`src/rtl/ifu_fetch_pkg.sv`:
```
// Shared definitions for the instruction-fetch front end.
package ifu_fetch_pkg;

  localparam logic [31:0] TEXT_BASE_DEF = 32'h0000_3000;
  localparam logic [31:0] NOP_WORD      = 32'h0000_0000;

  typedef enum logic [2:0] {
    ST_IDLE  = 3'd0,
    ST_REQ   = 3'd1,
    ST_WAIT  = 3'd2,
    ST_VALID = 3'd3,
    ST_DROP  = 3'd4,
    ST_FAULT = 3'd5
  } fetch_state_e;

  // Saturating 32-bit increment for the stall counter.
  function automatic logic [31:0] sat_inc32(input logic [31:0] v);
    return (v == 32'hFFFF_FFFF) ? v : v + 32'd1;
  endfunction

endpackage

```
`src/rtl/ifu_addr_check.sv`:
```
// PC range/alignment check and ROM word-address generation (combinational).
module ifu_addr_check
  import ifu_fetch_pkg::*;
#(
  parameter logic [31:0] TEXT_BASE   = TEXT_BASE_DEF,
  parameter int          DEPTH_WORDS = 1024,
  parameter int          AW          = 10
) (
  input  logic [31:0]   pc,
  output logic          addr_ok,
  output logic [AW-1:0] word_addr
);

  localparam logic [31:0] TEXT_BYTES = 32'(DEPTH_WORDS) << 2;

  logic [31:0] off;

  // Byte offset into the text segment; only meaningful when pc >= TEXT_BASE.
  assign off       = pc - TEXT_BASE;
  assign addr_ok   = (pc[1:0] == 2'b00) && (pc >= TEXT_BASE) && (off < TEXT_BYTES);
  assign word_addr = off[AW+1:2];

endmodule

```
`src/rtl/ifu_fetch.sv`:
```
// Instruction-fetch front end: one outstanding ROM read, decode-side valid/ready,
// PC hold control, sticky fault on bad PC, and a saturating stall counter.
module ifu_fetch
  import ifu_fetch_pkg::*;
#(
  parameter logic [31:0] TEXT_BASE   = TEXT_BASE_DEF,
  parameter int          DEPTH_WORDS = 1024,
  parameter int          AW          = 10
) (
  input  logic          clk,
  input  logic          reset,
  input  logic [31:0]   pc,
  input  logic          flush,
  output logic          pc_hold,
  output logic [31:0]   instr,
  output logic          instr_valid,
  input  logic          instr_ready,
  output logic          fault,
  output logic          mem_req,
  output logic [AW-1:0] mem_addr,
  input  logic          mem_ack,
  input  logic          mem_rvalid,
  input  logic [31:0]   mem_rdata,
  output logic [31:0]   wait_cycles
);

  fetch_state_e state, state_nxt;
  logic         addr_ok;
  logic [AW-1:0] word_addr;
  logic         ld_instr;
  logic         stall_cnt_en;

  ifu_addr_check #(
    .TEXT_BASE  (TEXT_BASE),
    .DEPTH_WORDS(DEPTH_WORDS),
    .AW         (AW)
  ) u_addr_check (
    .pc       (pc),
    .addr_ok  (addr_ok),
    .word_addr(word_addr)
  );

  assign mem_addr     = word_addr;
  assign instr_valid  = (state == ST_VALID);
  assign fault        = (state == ST_FAULT);
  assign pc_hold      = !(instr_valid && instr_ready) && !flush;
  assign stall_cnt_en = pc_hold &&
                        ((state == ST_REQ) || (state == ST_WAIT) || (state == ST_DROP));

  // Next-state and request/load decode.
  always_comb begin
    state_nxt = state;
    mem_req   = 1'b0;
    ld_instr  = 1'b0;
    case (state)
      ST_IDLE: state_nxt = ST_REQ;
      ST_REQ: begin
        if (addr_ok) begin
          mem_req = 1'b1;
          if (mem_ack) state_nxt = flush ? ST_DROP : ST_WAIT;
        end else if (!flush) begin
          // A flush here means the PC is about to load a new target, so the
          // bad address is re-evaluated next cycle instead of faulting.
          state_nxt = ST_FAULT;
        end
      end
      ST_WAIT: begin
        if (flush) begin
          state_nxt = mem_rvalid ? ST_REQ : ST_DROP;
        end else if (mem_rvalid) begin
          ld_instr  = 1'b1;
          state_nxt = ST_VALID;
        end
      end
      ST_VALID: if (instr_ready || flush) state_nxt = ST_REQ;
      ST_DROP:  if (mem_rvalid) state_nxt = ST_REQ;
      ST_FAULT: if (flush) state_nxt = ST_REQ;
      default:  state_nxt = ST_IDLE;
    endcase
  end

  // State register.
  always_ff @(posedge clk or posedge reset) begin
    if (reset) state <= ST_IDLE;
    else       state <= state_nxt;
  end

  // Instruction register: loaded only by the response to a live fetch.
  always_ff @(posedge clk or posedge reset) begin
    if (reset)         instr <= NOP_WORD;
    else if (ld_instr) instr <= mem_rdata;
  end

  // Stall counter: cycles the PC is frozen waiting on the ROM.
  always_ff @(posedge clk or posedge reset) begin
    if (reset)             wait_cycles <= 32'd0;
    else if (stall_cnt_en) wait_cycles <= sat_inc32(wait_cycles);
  end

endmodule

```
`config.mk`:
```
export PLATFORM = sky130hd
export DESIGN_NAME = ifu_fetch
export DESIGN_NICKNAME = d
export VERILOG_FILES = /design/src/rtl/ifu_fetch_pkg.sv /design/src/rtl/ifu_addr_check.sv /design/src/rtl/ifu_fetch.sv
export SDC_FILE = /design/constraint.sdc
export NUM_CORES = 1
export LEC_CHECK = 0
export CORE_MARGIN = 1
export CORE_UTILIZATION = 40
export DETAILED_ROUTE_END_ITERATION = 7
export HOLD_SLACK_MARGIN = 0.12
export PLACE_DENSITY = 0.75
export SLEW_MARGIN = 40
export SYNTH_ARGS = -nofsm -noshare
export SYNTH_HDL_FRONTEND = slang
export SYNTH_SLANG_ARGS = --single-unit
```
`constraint.sdc`:
```
create_clock -name clk -period 6.3 [get_ports clk]
set_input_delay 1.89 -clock clk [delete_from_list [all_inputs] [get_ports clk]]
set_output_delay 1.89 -clock clk [all_outputs]
set_load 0.02 [all_outputs]
```
==> out/metrics.cfg <==
[status]
status=completed

[place]
gp_congestion=0.7990
place_area_um2=4478
hpwl_mm=5.457
io_buffers=127

[clock_tree]
post-cts-setup-buffers=0
clk_pin_slew_ns=0.07
cts_tree=built
clkLatencyLatePin_ns=0.33
cts.sinks=67
cts-root-buf=clkbuf_8
numCtsBuffers=9
h-tree-depth=3
cts_max_path_buffers=2

[sta]
rsz0062_at_grt=false
worstMarginPinSlew_ns=0.7446
fmax_mhz=165.1
fin_skew_ns=0.004398
finalCritPeriodShare=0.9612
tns_ns=0
layout_min_cycle_time_ns=6.055
setup_viol=0
whs_ns=0.5043
hold_viol_final=0
slew_violations=0
max_slew_margin=0.5013

[detailed_routing]
wl_per_cell_um=14.97
first_pass_iters=4
drt_wl_total_mm=7.439
vias_per_cell=5.095
drt-initial-drc-count=78
postRouteAntennaNets=0
num_vias=2532
drc=0

[cells_and_area]
drive_above_1_share=0.1418
layout-area-overhead-vs-synth_pct=47.69
final_area_um2=4669
final_util=0.6074
fillers=643
final_net_count=461
diodes=0

[global_routing]
grt_max_degree=36
grt_pass1_vias=2521
antenna_found_initial=0
grt_util_all_layers=0.1827
grt_overflow=0
grt_first_pass_wirelength_mm=12.04

[synth]
synth-edff-count=0
synth_seq_cells=67
synth.top_cell.area_share=0.5303
synth_flop_cell=dfrtp_1
synth.distinct_cells=44
synth-async-reset-ratio=1.000
syn_avg_cell_area_um2=11.84
ys_seq_area_frac=0.5303
netlist_area_um2=3162
synth_top_area_cell=dfrtp_1
synth.most_common_cell=dfrtp_1
ys_warn_count=0
syn_inst=267
syn-num-nets=338
synth_area_leaders=dfrtp_1 (53%), mux2_2 (12%), xnor2_1 (6.4%)
synth_common_cells=dfrtp_1 (67), mux2_2 (33), xnor2_1 (23), nand4_1 (19), nand2_1 (14)

[setup_path]
crit_arrival_ns=4.17
criticalPathCategory=in2out
cp.required_ns=4.41
crit_chain=clkdlybuf4s50_1 -> nor4_1 -> nand2_1 -> nor3b_1 -> o21ai_0 -> a2111oi_1 -> clkdlybuf4s50_1
cp_slowest_cell=clkdlybuf4s50_1
critPathMostFrequentCell=clkdlybuf4s50_1
start_kind=input port
crit_path_end_kind=primary output
slowest_delay_ns=0.68
critPathMaxFanout=3
cpLargestDelayFamily=buffers and inverters
cp_num_buf_inv=2

[power]
p_leak_nw=2.034
peakVddDrop_uv=229.9
p_per_area_nw_per_um2=222.1

[floorplanning]
die_x_um=90.91
pin_count=148
die_h_um=90.91
start_util=0.4113
fp.coreArea_um2=7687
die_area_um2=8264
rows=32

[min_path]
min_path_type=reg2reg

[run]
drv_cap=0

-- final timing paths --
path,to,cells past startpoint,startpoint,slack (ns)
max,mem_req,7,pc[18],0.24
min,wait_cycles[15]$_DFFE_PP0P_,1,wait_cycles[15]$_DFFE_PP0P_,0.50
max reg2reg,wait_cycles[1]$_DFFE_PP0P_,4,state[0]$_DFFE_PP0P_,4.21
min reg2reg,wait_cycles[15]$_DFFE_PP0P_,1,wait_cycles[15]$_DFFE_PP0P_,0.50
max in group asynchronous,state[0]$_DFFE_PP0P_,4,reset,3.79
min in group asynchronous,wait_cycles[10]$_DFFE_PP0P_,3,reset,1.97
-- flip-flops by register name, indices dropped and copies added, names as in the netlist --
name,count
instr,32
state,3
wait_cycles,32
-- logic make-up after synthesis --
logic type	Yosys count	share of synthesized area
XOR/XNOR	32	0.08864
multiplexers	34	0.1207
AO/OA/AOI/OAI	17	0.03799
adder cells (fa/ha/maj)	2	0.007123
AND/OR/NAND/NOR	91	0.1710
flip-flops	67	0.5303
buffers and inverters	24	0.04432
-- per-stage QoR --
stage | cells | worst slack [ns] | power (mW)
after floorplan | 267 | 0.7009 | 0.6048
after global placement | 480 | 0.2760 | 0.6981
after detailed placement | 481 | 0.2066 | 0.7030
after CTS | 497 | 0.2029 | 1.047
after global routing | 497 | 0.04332 | 1.083
final | 497 | 0.2446 | 1.037
-- where the power goes --
| group | internal [mW] | total [mW] | switching, mW |
|---|---|---|---|
| Sequential | 0.452 | 0.486 | 0.0344 |
| Clock | 0.182 | 0.340 | 0.158 |
| Combinational | 0.106 | 0.211 | 0.105 |
| Total | 0.740 | 1.04 | 0.297 |
-- cell usage in the layout, fill, tap and decap left out, types with 3 or more instances in the layout --
cell,instances
a31oi_1,3
and2_1,5
and3_1,7
clkbuf_8,9
clkdlybuf4s50_1,127
clkinv_2,3
dfrtp_1,67
inv_1,5
mux2_2,33
nand2_1,14
nand3_1,10
nand4_1,19
nor2_1,12
nor3_1,3
nor4_1,6
xnor2_1,23
xor2_1,9
-- worst reg2reg max path: stages, from the launching register on --
cell and delay [ns]:
dfrtp_1 0.48, o21ai_0 0.26, o211ai_1 0.22, a31oi_1 0.62, mux2_2 0.41
-- what timing repair did --
item | in CTS | in global routing
gates resized for setup | 0 | 1
endpoints found under the setup margin | 0 | 1
hold buffers | 0 | 0
-- cell type report --
cell class / instances / area [um^2] / share of cell area
Sequential cell: 67 / 1677 / 0.3591
Multi-Input combinational cell: 176 / 1351 / 0.2894
Timing Repair Buffer: 130 / 1306 / 0.2797
Clock buffer: 11 / 131.4 / 0.02814
Tap cell: 102 / 127.6 / 0.02733
Clock inverter: 5 / 53.80 / 0.01152
Inverter: 6 / 22.52 / 0.004823
-- metal layers --
layer | global-route usage | routed length, um | up-vias
li1 | - | - | 1195
met1 | 0.2288 | 3265 | 1230
met2 | 0.3068 | 3591 | 97
met3 | 0.04377 | 509 | 10
met4 | 0.06614 | 72 | 0
met5 | 0 | 0 | -
Power figures use the tool's default switching activity.
